--- config.mk ---
export PLATFORM = sky130hd
export DESIGN_NAME = loopback_channel
export DESIGN_NICKNAME = d
export VERILOG_FILES = /design/src/rtl/sdr_chan_pkg.sv /design/src/rtl/lfsr16.sv /design/src/rtl/loopback_channel.sv
export SDC_FILE = /design/constraint.sdc
export NUM_CORES = 1
export LEC_CHECK = 0
export ABC_AREA = 0
export BUFFER_PORTS_ARGS = -buffer_cell sky130_fd_sc_hd__buf_2
export CAP_MARGIN = 25
export CORE_UTILIZATION = 40
export CTS_CLUSTER_DIAMETER = 120
export DETAILED_ROUTE_END_ITERATION = 10
export PLACE_DENSITY_LB_ADDON = 0.08
export SLEW_MARGIN = 20
export SYNTH_ARGS = -nofsm -noshare
export SYNTH_HDL_FRONTEND = slang
export SYNTH_SLANG_ARGS = --single-unit
--- constraint.sdc ---
create_clock -name clk_32M768 -period 5.15 [get_ports clk_32M768]
set_input_delay 0.2575 -clock clk_32M768 [delete_from_list [all_inputs] [get_ports clk_32M768]]
set_output_delay 0.2575 -clock clk_32M768 [all_outputs]
set_load 0.05 [all_outputs]
--- src/rtl/sdr_chan_pkg.sv ---
// Shared definitions for the SDR channel models: the rotation encodings, the LFSR
// tap mask and a generic signed clamp.
package sdr_chan_pkg;

    typedef enum logic [1:0] {
        ROT_0   = 2'd0,
        ROT_90  = 2'd1,
        ROT_180 = 2'd2,
        ROT_270 = 2'd3
    } rot_e;

    // Galois right-shift mask for the x^16 + x^14 + x^13 + x^11 + 1 polynomial.
    localparam logic [15:0] LFSR_TAPS = 16'hB400;

    function automatic logic signed [31:0] sat_clip(input logic signed [31:0] x,
                                                    input int unsigned w);
        logic signed [31:0] hi;
        logic signed [31:0] lo;
        hi = (32'sd1 <<< (w - 1)) - 32'sd1;
        lo = -(32'sd1 <<< (w - 1));
        if (x > hi) return hi;
        if (x < lo) return lo;
        return x;
    endfunction

endpackage

--- src/rtl/lfsr16.sv ---
// Free-running 16-bit Galois LFSR; loads SEED in reset and advances on every clock after.
module lfsr16
    import sdr_chan_pkg::*;
#(
    parameter logic [15:0] SEED = 16'hACE1
) (
    input  logic        clk,
    input  logic        rst_n,
    output logic [15:0] state
);

    logic [15:0] state_d;
    logic [15:0] state_q;

    always_comb begin
        state_d = {1'b0, state_q[15:1]} ^ (state_q[0] ? LFSR_TAPS : 16'h0000);
    end

    // NOTE: sequential state uses non-blocking assignments only, so every flop samples pre-edge values.
    always_ff @(posedge clk) begin
        if (!rst_n) state_q <= SEED;
        else        state_q <= state_d;
    end

    assign state = state_q;

endmodule

--- src/rtl/loopback_channel.sv ---
// Baseband loopback channel: rotate, scale, add LFSR noise with saturation, then a
// selectable delay tap. Latency is 4 + DELAY_CFG clocks.
module loopback_channel
    import sdr_chan_pkg::*;
#(
    parameter int          DATA_W      = 12,
    parameter int          MAX_DELAY   = 16,
    parameter logic [15:0] LFSR_SEED_I = 16'hACE1,
    parameter logic [15:0] LFSR_SEED_Q = 16'h1D2B
) (
    input  logic                         clk_32M768,
    input  logic                         rst_n_32M768,
    input  logic signed [DATA_W-1:0]     DAC_I,
    input  logic signed [DATA_W-1:0]     DAC_Q,
    input  logic                         DAC_valid,
    input  logic [3:0]                   GAIN_NUM,
    input  logic                         NOISE_EN,
    input  logic [3:0]                   NOISE_SHIFT,
    input  logic [1:0]                   ROT_CFG,
    input  logic [$clog2(MAX_DELAY)-1:0] DELAY_CFG,
    input  logic                         SAT_CLR,
    output logic signed [DATA_W-1:0]     ADC_I,
    output logic signed [DATA_W-1:0]     ADC_Q,
    output logic                         ADC_valid,
    output logic [15:0]                  sat_count
);

    localparam int AW = DATA_W + 4;
    localparam int SW = AW + 1;

    logic [15:0] lfsr_i, lfsr_q;

    lfsr16 #(.SEED(LFSR_SEED_I)) u_lfsr_i (.clk(clk_32M768), .rst_n(rst_n_32M768), .state(lfsr_i));
    lfsr16 #(.SEED(LFSR_SEED_Q)) u_lfsr_q (.clk(clk_32M768), .rst_n(rst_n_32M768), .state(lfsr_q));

    logic signed [DATA_W-1:0] s1_i_d, s1_i_q, s1_q_d, s1_q_q;
    logic                     s1_v_d, s1_v_q;
    logic signed [AW-1:0]     s2_i_d, s2_i_q, s2_q_d, s2_q_q;
    logic                     s2_v_d, s2_v_q;
    logic signed [DATA_W-1:0] dl_i_d [MAX_DELAY];
    logic signed [DATA_W-1:0] dl_i_q [MAX_DELAY];
    logic signed [DATA_W-1:0] dl_q_d [MAX_DELAY];
    logic signed [DATA_W-1:0] dl_q_q [MAX_DELAY];
    logic [MAX_DELAY-1:0]     dl_v_d, dl_v_q;
    logic signed [DATA_W-1:0] adc_i_d, adc_i_q, adc_q_d, adc_q_q;
    logic                     adc_v_d, adc_v_q;
    logic [15:0]              sat_count_d, sat_count_q;

    logic signed [DATA_W-1:0] neg_i, neg_q;
    logic signed [AW-1:0]     prod_i, prod_q;
    logic signed [DATA_W-2:0] raw_i, raw_q, noise_i, noise_q;
    logic signed [SW-1:0]     sum_i, sum_q;
    logic signed [DATA_W-1:0] clip_i, clip_q;
    logic                     sat_hit;

    always_comb begin
        // NOTE: every always_comb output gets a default first so no path can infer a latch.
        s1_i_d = '0;
        s1_q_d = '0;
        s1_v_d = DAC_valid;
        neg_i  = DATA_W'(sat_clip(-32'(DAC_I), DATA_W));
        neg_q  = DATA_W'(sat_clip(-32'(DAC_Q), DATA_W));
        if (DAC_valid) begin
            case (rot_e'(ROT_CFG))
                ROT_0:   begin s1_i_d = DAC_I; s1_q_d = DAC_Q; end
                ROT_90:  begin s1_i_d = neg_q; s1_q_d = DAC_I; end
                ROT_180: begin s1_i_d = neg_i; s1_q_d = neg_q; end
                default: begin s1_i_d = DAC_Q; s1_q_d = neg_i; end
            endcase
        end

        // NOTE: signed shifts stay in their own statements; a ?: with an unsigned '0 arm would make >>> logical.
        s2_i_d = '0;
        s2_q_d = '0;
        s2_v_d = s1_v_q;
        prod_i = AW'(s1_i_q) * AW'($signed({1'b0, GAIN_NUM}));
        prod_q = AW'(s1_q_q) * AW'($signed({1'b0, GAIN_NUM}));
        if (s1_v_q) begin
            s2_i_d = prod_i >>> 2;
            s2_q_d = prod_q >>> 2;
        end

        raw_i   = $signed(lfsr_i[DATA_W-2:0]);
        raw_q   = $signed(lfsr_q[DATA_W-2:0]);
        noise_i = '0;
        noise_q = '0;
        if (NOISE_EN) begin
            noise_i = raw_i >>> NOISE_SHIFT;
            noise_q = raw_q >>> NOISE_SHIFT;
        end
        sum_i   = SW'(s2_i_q) + SW'(noise_i);
        sum_q   = SW'(s2_q_q) + SW'(noise_q);
        clip_i  = DATA_W'(sat_clip(32'(sum_i), DATA_W));
        clip_q  = DATA_W'(sat_clip(32'(sum_q), DATA_W));
        sat_hit = s2_v_q && ((sum_i != SW'(clip_i)) || (sum_q != SW'(clip_q)));

        // Tap 0 of the delay line is the stage-3 register itself.
        dl_i_d[0] = '0;
        dl_q_d[0] = '0;
        if (s2_v_q) begin
            dl_i_d[0] = clip_i;
            dl_q_d[0] = clip_q;
        end
        dl_v_d[0] = s2_v_q;
        for (int k = 1; k < MAX_DELAY; k++) begin
            dl_i_d[k] = dl_i_q[k-1];
            dl_q_d[k] = dl_q_q[k-1];
            dl_v_d[k] = dl_v_q[k-1];
        end

        adc_i_d = dl_i_q[DELAY_CFG];
        adc_q_d = dl_q_q[DELAY_CFG];
        adc_v_d = dl_v_q[DELAY_CFG];

        sat_count_d = sat_count_q;
        if (SAT_CLR)                                 sat_count_d = '0;
        else if (sat_hit && sat_count_q != 16'hFFFF) sat_count_d = sat_count_q + 16'd1;
    end

    always_ff @(posedge clk_32M768) begin
        if (!rst_n_32M768) begin
            s1_i_q <= '0; s1_q_q <= '0; s1_v_q <= 1'b0;
            s2_i_q <= '0; s2_q_q <= '0; s2_v_q <= 1'b0;
            // NOTE: the delay line is cleared too, so no stale valid sample survives a reset.
            for (int k = 0; k < MAX_DELAY; k++) begin
                dl_i_q[k] <= '0;
                dl_q_q[k] <= '0;
            end
            dl_v_q      <= '0;
            adc_i_q     <= '0;
            adc_q_q     <= '0;
            adc_v_q     <= 1'b0;
            sat_count_q <= '0;
        end else begin
            s1_i_q <= s1_i_d; s1_q_q <= s1_q_d; s1_v_q <= s1_v_d;
            s2_i_q <= s2_i_d; s2_q_q <= s2_q_d; s2_v_q <= s2_v_d;
            dl_i_q      <= dl_i_d;
            dl_q_q      <= dl_q_d;
            dl_v_q      <= dl_v_d;
            adc_i_q     <= adc_i_d;
            adc_q_q     <= adc_q_d;
            adc_v_q     <= adc_v_d;
            sat_count_q <= sat_count_d;
        end
    end

    assign ADC_I     = adc_i_q;
    assign ADC_Q     = adc_q_q;
    assign ADC_valid = adc_v_q;
    assign sat_count = sat_count_q;

endmodule

==> flow_summary.yaml, run 1 <==
run_status:
  outcome: "complete, no violations"
worst_hold_path:
  min-delay-path-class: "in2reg"
  worst_hold_startpoint: "DAC_I[4]"
timing:
  period_needed_ps: 4570
  achievable-frequency_mhz: 219
  final.setup_skew_ps: 20.9
  sum_neg_setup_slack_ps: 0
  layout_worst_path_cycle_share: 0.887
  finalHoldViolations: 0
  slew_worst_pin_ps: 980
  grt_setup_unrepaired: "no"
  timing.slew.headroom: 0.347
  endpoints_failing_setup: 0
  final-max-slew-violation-count: 0
floorplanning:
  start_util: 0.404
  die_area_mm2: 0.0620
  row_count: 90
  die-height_um: 249
  io_pins: 84
  chipWidth_um: 249
  coreArea_mm2: 0.0604
yosys:
  yosys_most_used_dff: "dfxtp_1"
  synth-edff-count: 0
  synth_cell_types: 72
  post_synth_inst_count: 2235
  compound_cell_area_share_of_the_yosys_netlist: 0.0679
  postSynthRegisterBits: 527
  synth_top_family_by_area: "simple AND/OR/NAND/NOR gates"
  syn-mean-instance-area_um2: 10.9
  ys.warnings.count: 0
  netlist_area_before_placement_mm2: 0.0244
  synth_top_area_cell: "dfxtp_1"
  sequential_element_share_of_the_synthesized_area: 0.433
  yosys.area.top_type_share: 0.433
  synth-simple-area-share: 0.196
  synth_mux_area_frac: 0.148
  synth.top_cells.by_area: "dfxtp_1, mux4_2, and2_1"
  async_reset_ff_frac: 0
  synth_nets: 2425
  post_synth_xor_area_fraction: 0.0248
  synth_fa_ha_area_frac: 0.0908
placed_design:
  io_buffers: 83
  place.detailed.instances: 2990
  post-dp-hpwl_um: 32500
  gpl.final_weighted_congestion: 0.814
  dpl_cell_area_mm2: 0.0255
route:
  drt_pass1_iterations: 4
  viasPerCell: 5.00
  drt-wirelength-per-cell_um: 15.3
  antenna_left: 0
  first_iter_violations: 663
  wirelength_um: 47400
  route.detailed.drc: 0
  dr_total_vias: 15500
grt:
  largest_net_degree_at_the_start_of_global_routing: 266
  grt_pass1_wl_um: 79700
  globalRouteOverflowTotal: 0
  total_grt_usage: 0.155
  grt_pass1_vias: 15600
  antenna_found_initial: 5
clock_tree:
  clock_latency_ps: 610
  clk_pin_slew_ps: 60
  clock_tree.buffer_depth: 3
  hold_buffers: 1
  cts_post_setup_buffers_inserted: 0
  clkSinkCount: 527
  cts_tree: "yes"
  htree_num_levels: 2
  cts_buffers: 54
  post_cts_sizing_count: 0
  clk_root_buffer_cell: "clkbuf_16"
critical_path:
  worstPathRequired_ps: 5660
  cp_max_fo: 32
  cp_data_arrival_time_ps: 5080
  timing.rr.start: "u_lfsr_i.state[0]$_SDFF_PN1_"
  cp-startpoint: "u_lfsr_i.state[0]$_SDFF_PN1_"
  timing.setup.critical_path_class: "reg2reg"
  critical_path.startpoint_type: "flip-flop"
  worstSetupEndpointType: "flip-flop"
finish:
  fin_nets: 2455
  post-route-cell-area_mm2: 0.0273
  finalNonFillerCells: 3092
  layout-area-overhead-vs-synth_pct: 11.9
  layout-drive-gt1-share: 0.160
power_and_ir_drop:
  leakagePower_uw: 0.0116
  max-vdd-ir-drop_uv: 188
  power.density_mw_per_mm2: 326
flow_run:
  drv.max_cap_violation_count: 0
[cell type report]
cell class              instances  area (um2)
diodes                          3        7.51
clock buffers                  81        1580
clock inverters                17         240
fillers                      5606       33100
inverters                     132         495
multi-input cells            1455       12900
flip-flops and latches        527       10600
well taps                     782         978
repair buffers                 95         564
[cell families after synthesis]
kind of cell	after synthesis
fa+ha+maj	147
xor+xnor	69
buf+inv	253
flops	527
compound gates	241
mux	168
simple gates	830
[metrics by stage]
stage / utilization / hold slack [ps] / power (uW) / setup WS (ps)
after floorplan: - / 386 / 4840 / 147
after global placement: 0.422 / 397 / 5040 / 312
after detailed placement: 0.422 / 397 / 5040 / 284
after CTS: 0.452 / 38.1 / 9040 / 577
after global routing: 0.452 / 60.3 / 9300 / 276
final: 0.452 / 75.9 / 8890 / 583
[layer usage]
metal | GRT usage | vias up | share of wire
li1 | - | 7706 | -
met1 | 0.208 | 7494 | 0.48
met2 | 0.251 | 189 | 0.46
met3 | 0.0316 | 78 | 0.040
met4 | 0.0484 | 4 | 0.025
met5 | 0 | - | 0.00057
[cells in the mapped netlist, types with 3 or more instances]
cell       count
a21boi_0       6
nand2_1       92
a211oi_1      24
or4_1         10
xnor2_1       44
mux2i_1        4
o31ai_1       10
o21ai_0       35
nand4_1       14
and2_1       500
o21ai_1        5
o21a_1        11
nand3_1       19
a21oi_1       46
o211a_1        4
a31oi_1        9
o211ai_1       8
dfxtp_1      527
a21o_1        34
nand2_2        7
mux4_2       153
o22ai_1       10
a2111oi_0      4
or3_1         17
clkbuf_1      97
mux2_2        11
nor2b_1       10
ha_1          97
nor2_1        81
a31o_2         4
nand2b_1      21
nor3_1        21
o311a_1        3
inv_1        132
buf_1         19
o31a_1         3
and3_1        15
nor4_1         5
fa_1          50
o21bai_1      10
xor2_1        25
[worst max-delay path: stages (launching register included)]
cell and delay (ps):
dfxtp_1 390, mux4_2 470, and2_1 160, o311a_1 290, ha_1 220, fa_1 420, a211oi_1 270, o21ai_0 190
a31oi_1 380, nor3_1 100, nor4_1 330, buf_4 180, or4_1 190, a211oi_4 90, buf_12 170, or4_1 470
a21oi_1 140
[power breakdown]
part           leakage (uW)  switching [uW]  internal (uW)
combinational       0.00642             448            323
sequential          0.00426            41.0           4130
clock              0.000889            1620           2330
[flip-flops by register name, indices dropped and copies added (netlist names)]
| signal | count |
|---|---|
| u_lfsr_q.state | 16 |
| ADC_I | 12 |
| s2_q_q | 14 |
| s1_q_q | 12 |
| u_lfsr_i.state | 16 |
| dl_q_q | 12 |
| ADC_valid | 1 |
| s2_v_q | 1 |
| sat_count | 16 |
| dl_i_q | 12 |
| s1_v_q | 1 |
| dl_i_d | 180 |
| ADC_Q | 12 |
| dl_q_d | 180 |
| dl_v_q | 16 |
| s2_i_q | 14 |
| s1_i_q | 12 |
[layout by cell type, fill, tap and decap left out, drive strengths merged, types with 14 or more instances in the layout]
cell    Yosys  final
a211oi     25     25
a21o       34     34
nand2      99     99
buf        24     94
and2      500    500
or3        19     19
clkbuf     97     81
nor2       81     81
nand3      19     19
nand4      14     14
mux4      153    153
ha         97     97
nand2b     21     21
dfxtp     527    527
xor2       25     25
and3       15     15
fa         50     50
inv       132    132
nor3       21     21
xnor2      44     44
a21oi      47     47
o21ai      40     40
[final timing paths]
kind                                   end  slack, ps  cells past startpoint
min reg2reg  u_lfsr_q.state[11]$_SDFF_PN1_        400                      1
max reg2reg      sat_count[6]$_SDFFE_PP0P_        580                     16
max              sat_count[6]$_SDFFE_PP0P_        580                     16
min                   s1_q_q[4]$_SDFF_PN0_         80                      4
No activity file was read; power rests on OpenSTA's default activity.
==> run 2, diff against run 1 <==
--- a/config.mk
+++ b/config.mk
@@ -8,6 +8,8 @@
 export ABC_AREA = 0
 export BUFFER_PORTS_ARGS = -buffer_cell sky130_fd_sc_hd__buf_2
 export CAP_MARGIN = 25
+export CELL_PAD_IN_SITES_DETAIL_PLACEMENT = 1
+export CELL_PAD_IN_SITES_GLOBAL_PLACEMENT = 1
 export CORE_UTILIZATION = 40
 export CTS_CLUSTER_DIAMETER = 120
 export DETAILED_ROUTE_END_ITERATION = 10
==> run 2 against run 1 <==
  * Sequential cell count did not move
  * Maximum frequency decreased by 0.15%
  * Critical endpoint unchanged
  * Count of clock-buffer cells in the layout is 6 lower
  * Sequential power is essentially flat
  * Total power rose by 1.9%
==> flow_summary.yaml, run 2 (synthesized netlist as in run 1, its figures left out) <==
clock_tree:
  clk_root_buffer_cell: "clkbuf_16"
  cts_tree: "yes"
  clk_pin_slew_ps: 60
  cts_post_setup_buffers_inserted: 0
  clkSinkCount: 527
  clock_latency_ps: 610
  htree_num_levels: 2
  cts_buffers: 55
  hold_buffers: 1
  clock_tree.buffer_depth: 3
  post_cts_sizing_count: 0
finish:
  layout-drive-gt1-share: 0.164
  nFillCells: 6459
  antennaDiodeCount: 0
  utilization: 0.454
  most_common_library_cell_in_the_layout_ignoring_fill_and_taps: "dfxtp_1"
  fin_nets: 2460
  layout-area-overhead-vs-synth_pct: 12.3
  commonest_cells_after_routing_fill_and_taps_aside: "dfxtp_1, and2_1, mux4_2"
power_and_ir_drop:
  power.density_mw_per_mm2: 331
  max-vdd-ir-drop_uv: 247
  leakagePower_uw: 0.0116
  total_power_uw: 9050
critical_path:
  cp_max_fo: 32
  cp_data_arrival_time_ps: 5090
  critical_path.startpoint_type: "flip-flop"
  worstPathRequired_ps: 5670
  timing.setup.critical_path_class: "reg2reg"
  timing.reg2reg.setup_slack_ps: 580
  worstSetupEndpointType: "flip-flop"
timing:
  layout_worst_path_cycle_share: 0.888
  final.setup.worst_slack_ps: 576
  slew_worst_pin_ps: 1060
  final-max-slew-violation-count: 0
  finalHoldViolations: 0
  period_needed_ps: 4570
  achievable-frequency_mhz: 219
  grt_setup_unrepaired: "no"
  sum_neg_setup_slack_ps: 0
  endpoints_failing_setup: 0
  timing.slew.headroom: 0.291
  final.setup_skew_ps: 20.7
floorplanning:
  row_count: 90
  die_area_mm2: 0.0620
  die-height_um: 249
  start_util: 0.404
  coreArea_mm2: 0.0604
  chipWidth_um: 249
  io_pins: 84
route:
  first_iter_violations: 681
  wirelength_um: 51900
  viasPerCell: 5.10
  dr_total_vias: 15800
  route.detailed.drc: 0
  antenna_left: 0
  drt_pass1_iterations: 4
  drt-wirelength-per-cell_um: 16.8
grt:
  largest_net_degree_at_the_start_of_global_routing: 312
  grt_pass1_wl_um: 88000
  total_grt_usage: 0.171
  grt_pass1_vias: 16900
  globalRouteOverflowTotal: 0
  antenna_found_initial: 4
run_status:
  outcome: "complete, no violations"
placed_design:
  io_buffers: 83
  post-dp-hpwl_um: 36000
  minimum_setup_slack_after_placement_ps: 197
  gpl.final_weighted_congestion: 0.840
worst_hold_path:
  min-delay-path-class: "in2reg"
flow_run:
  drv.max_cap_violation_count: 0
[run 2: cell count changes in the layout (fill, tap and decap cells not counted), moves of 2 or more]
cell	previous run	this run
clkbuf_1	15	8
buf_4	9	14
clkinv_2	9	12
diode_2	3	0
bufinv_16	4	6
[run 2: critical path, cell delays in order (launching register included)]
cell	delay, ps
dfxtp_1	400
mux4_2	470
and2_1	160
o311a_1	290
ha_1	230
fa_1	430
a211oi_1	280
o21ai_0	180
a31oi_1	350
nor3_1	90
nor4_1	350
buf_4	190
or4_1	180
a211oi_4	90
buf_12	180
or4_1	470
a21oi_1	150
[run 2: metal layers]
layer,vias to the layer above,part of all wire,global-route usage
li1,7696,-,-
met1,7832,0.48,0.229
met2,170,0.46,0.284
met3,86,0.029,0.0273
met4,6,0.027,0.0524
met5,-,0.00081,0
[run 2: stage by stage]
step	hold slack (ps)	instances	instance area [um2]
detailed placement	399	2994	25500
floorplan	386	2235	24400
finish	81.9	3094	27400
global route	73.6	3094	27400
CTS	41.6	3094	27400
global placement	393	2994	25500
[run 2: area by class of cell]
class                   count  area [um2]  area share
repair buffers             99         582      0.0212
well taps                 782         978      0.0357
flip-flops and latches    527       10600       0.385
multi-input cells        1455       12900       0.470
clock buffers              75        1570      0.0574
clock inverters            24         332      0.0121
inverters                 132         495      0.0181
[run 2: path summary, 6_finish.rpt]
path | start | to | cells past startpoint
max | u_lfsr_i.state[0]$_SDFF_PN1_ | sat_count[6]$_SDFFE_PP0P_ | 16
min | DAC_I[7] | s1_q_q[7]$_SDFF_PN0_ | 4
max reg2reg | u_lfsr_i.state[0]$_SDFF_PN1_ | sat_count[6]$_SDFFE_PP0P_ | 16
min reg2reg | u_lfsr_i.state[12]$_SDFF_PN0_ | u_lfsr_i.state[11]$_SDFF_PN1_ | 1
[run 2: power breakdown]
group	switching (uW)	leakage, uW	internal [uW]
Sequential	43.6	0.00426	4130
Combinational	460	0.00643	325
Clock	1660	0.000933	2440
Total	2160	0.0116	6890
==> run 3, diff against run 2 <==
--- a/config.mk
+++ b/config.mk
@@ -10,6 +10,7 @@
 export CAP_MARGIN = 25
 export CELL_PAD_IN_SITES_DETAIL_PLACEMENT = 1
 export CELL_PAD_IN_SITES_GLOBAL_PLACEMENT = 1
+export CORE_MARGIN = 3
 export CORE_UTILIZATION = 40
 export CTS_CLUSTER_DIAMETER = 120
 export DETAILED_ROUTE_END_ITERATION = 10
==> run 3 against run 2 <==
  * Clock skew increased by 15 ps
  * Count of clock-buffer cells in the layout increased by 7
  * Largest cell class unchanged
  * Maximum frequency increased by 0.13%
  * Sequential cell count unchanged
  * Largest power group unchanged
  * Sequential power about the same
  * Critical endpoint unchanged
==> flow_summary.yaml, run 3 (synthesized netlist as in run 1, its figures left out) <==
run_status:
  outcome: "complete, no violations"
finish:
  post-route-cell-area_mm2: 0.0274
  commonest_cells_after_routing_fill_and_taps_aside: "dfxtp_1, and2_1, mux4_2"
  seqCellArea_mm2: 0.0106
  most_common_library_cell_in_the_layout_ignoring_fill_and_taps: "dfxtp_1"
  finalNonFillerCells: 3086
  multiInputGateArea_mm2: 0.0129
  layout-area-overhead-vs-synth_pct: 12.5
  layout-drive-gt1-share: 0.162
  nFillCells: 6414
  fin_nets: 2459
route:
  viasPerCell: 5.15
  wirelength_um: 53400
  drt_pass1_iterations: 4
  drt-wirelength-per-cell_um: 17.3
  dr_total_vias: 15900
  route.detailed.drc: 0
  first_iter_violations: 568
  antenna_left: 0
power_and_ir_drop:
  power.internal_uw: 6940
  power_frac_comb: 0.087
  switching_power_uw: 2190
  p_seq_frac: 0.457
  total_power_uw: 9130
  clockPowerShare: 0.456
  switching_share: 0.240
  power.density_mw_per_mm2: 333
  max-vdd-ir-drop_uv: 282
  leakagePower_uw: 0.0116
clock_tree:
  hold_buffers: 0
  clock_tree.buffer_depth: 3
  cts_buffers: 58
  cts_post_setup_buffers_inserted: 0
  htree_num_levels: 2
  clk_root_buffer_cell: "clkbuf_16"
  clock_latency_ps: 620
  clkSinkCount: 527
  post_cts_sizing_count: 0
  clk_pin_slew_ps: 60
  cts_tree: "yes"
grt:
  total_grt_usage: 0.170
  grt_pass1_wl_um: 89500
  largest_net_degree_at_the_start_of_global_routing: 248
  grt_pass1_vias: 17000
  globalRouteOverflowTotal: 0
  antenna_found_initial: 5
floorplanning:
  die-height_um: 253
  die_area_mm2: 0.0640
  coreArea_mm2: 0.0597
  row_count: 89
  start_util: 0.409
  chipWidth_um: 253
  io_pins: 84
flow_run:
  drv.max_cap_violation_count: 0
critical_path:
  cp_max_fo: 32
  critical_path.startpoint_type: "flip-flop"
  cp_data_arrival_time_ps: 5110
  timing.setup.critical_path_class: "reg2reg"
  worstSetupEndpointType: "flip-flop"
  worstPathRequired_ps: 5690
timing:
  timing.slew.headroom: 0.347
  layout_worst_path_cycle_share: 0.887
  endpoints_failing_setup: 0
  final-max-slew-violation-count: 0
  period_needed_ps: 4570
  fin_worst_hold_slack_ps: 47.7
  final.setup_skew_ps: 36.0
  finalHoldViolations: 0
  sum_neg_setup_slack_ps: 0
  grt_setup_unrepaired: "no"
  slew_worst_pin_ps: 980
  achievable-frequency_mhz: 219
placed_design:
  place.detailed.instances: 2982
  io_buffers: 83
  gpl.final_weighted_congestion: 0.809
  post-dp-hpwl_um: 36900
  dpl_cell_area_mm2: 0.0255
worst_hold_path:
  min-delay-path-class: "in2reg"
[run 3: cell types whose count changed in the layout (fill, tap and decap cells not counted), sizes merged]
cell         delta
inv             +1
buf             -3
dlygate4sd3     -1
clkbuf          +7
clkinv          -6
diode           +4
bufinv          -1
[run 3: layout make-up]
type,instances,share of cell area
Antenna cell,4,0.000365
Inverter,132,0.0181
Clock inverter,18,0.0114
Multi-Input combinational cell,1455,0.469
Sequential cell,527,0.385
Tap cell,773,0.0353
Timing Repair Buffer,95,0.0209
Clock buffer,82,0.0602
[run 3: metal layers]
layer | GRT usage | vias to the layer above | part of all wire | wire length [um]
met2 | 0.291 | 170 | 0.48 | 25700
met4 | 0.0506 | 2 | 0.026 | 1380
li1 | - | 7691 | - | -
met3 | 0.0258 | 84 | 0.029 | 1560
met5 | 0 | - | 0.00037 | 20
met1 | 0.223 | 7957 | 0.46 | 24800
[run 3: power by group through the flow]
stage | logic [uW] | registers (uW) | clock network [uW]
floorplan | 601 | 4240 | 0
global placement | 793 | 4260 | 0
detailed placement | 806 | 4260 | 0
CTS | 814 | 4170 | 4310
global route | 901 | 4180 | 4480
finish | 795 | 4170 | 4160
[run 3: worst max-delay path: stages (launching register included)]
cell and delay (ps):
dfxtp_1 400, mux4_2 470, and2_1 170, o311a_1 300
ha_1 230, fa_1 430, a211oi_1 310, o21ai_0 200
a31oi_1 350, nor3_1 90, nor4_1 340, buf_4 190
or4_1 150, a211oi_4 80, buf_12 180, or4_1 470
a21oi_1 140
[run 3: per-stage QoR]
step                utilization  setup slack (ps)
floorplan                     -               147
global placement          0.427               382
detailed placement        0.427               247
CTS                       0.460               533
global route              0.460               215
finish                    0.460               582
[run 3: path summary, 6_finish.rpt]
kind,slack [ps],start,cells after the start,to
setup / recovery,580,u_lfsr_i.state[0]$_SDFF_PN1_,16,sat_count[6]$_SDFFE_PP0P_
hold / removal,50,rst_n_32M768,2,u_lfsr_q.state[12]$_SDFF_PN1_
setup reg to reg,580,u_lfsr_i.state[0]$_SDFF_PN1_,16,sat_count[6]$_SDFFE_PP0P_
hold reg to reg,410,u_lfsr_i.state[12]$_SDFF_PN0_,1,u_lfsr_i.state[11]$_SDFF_PN1_
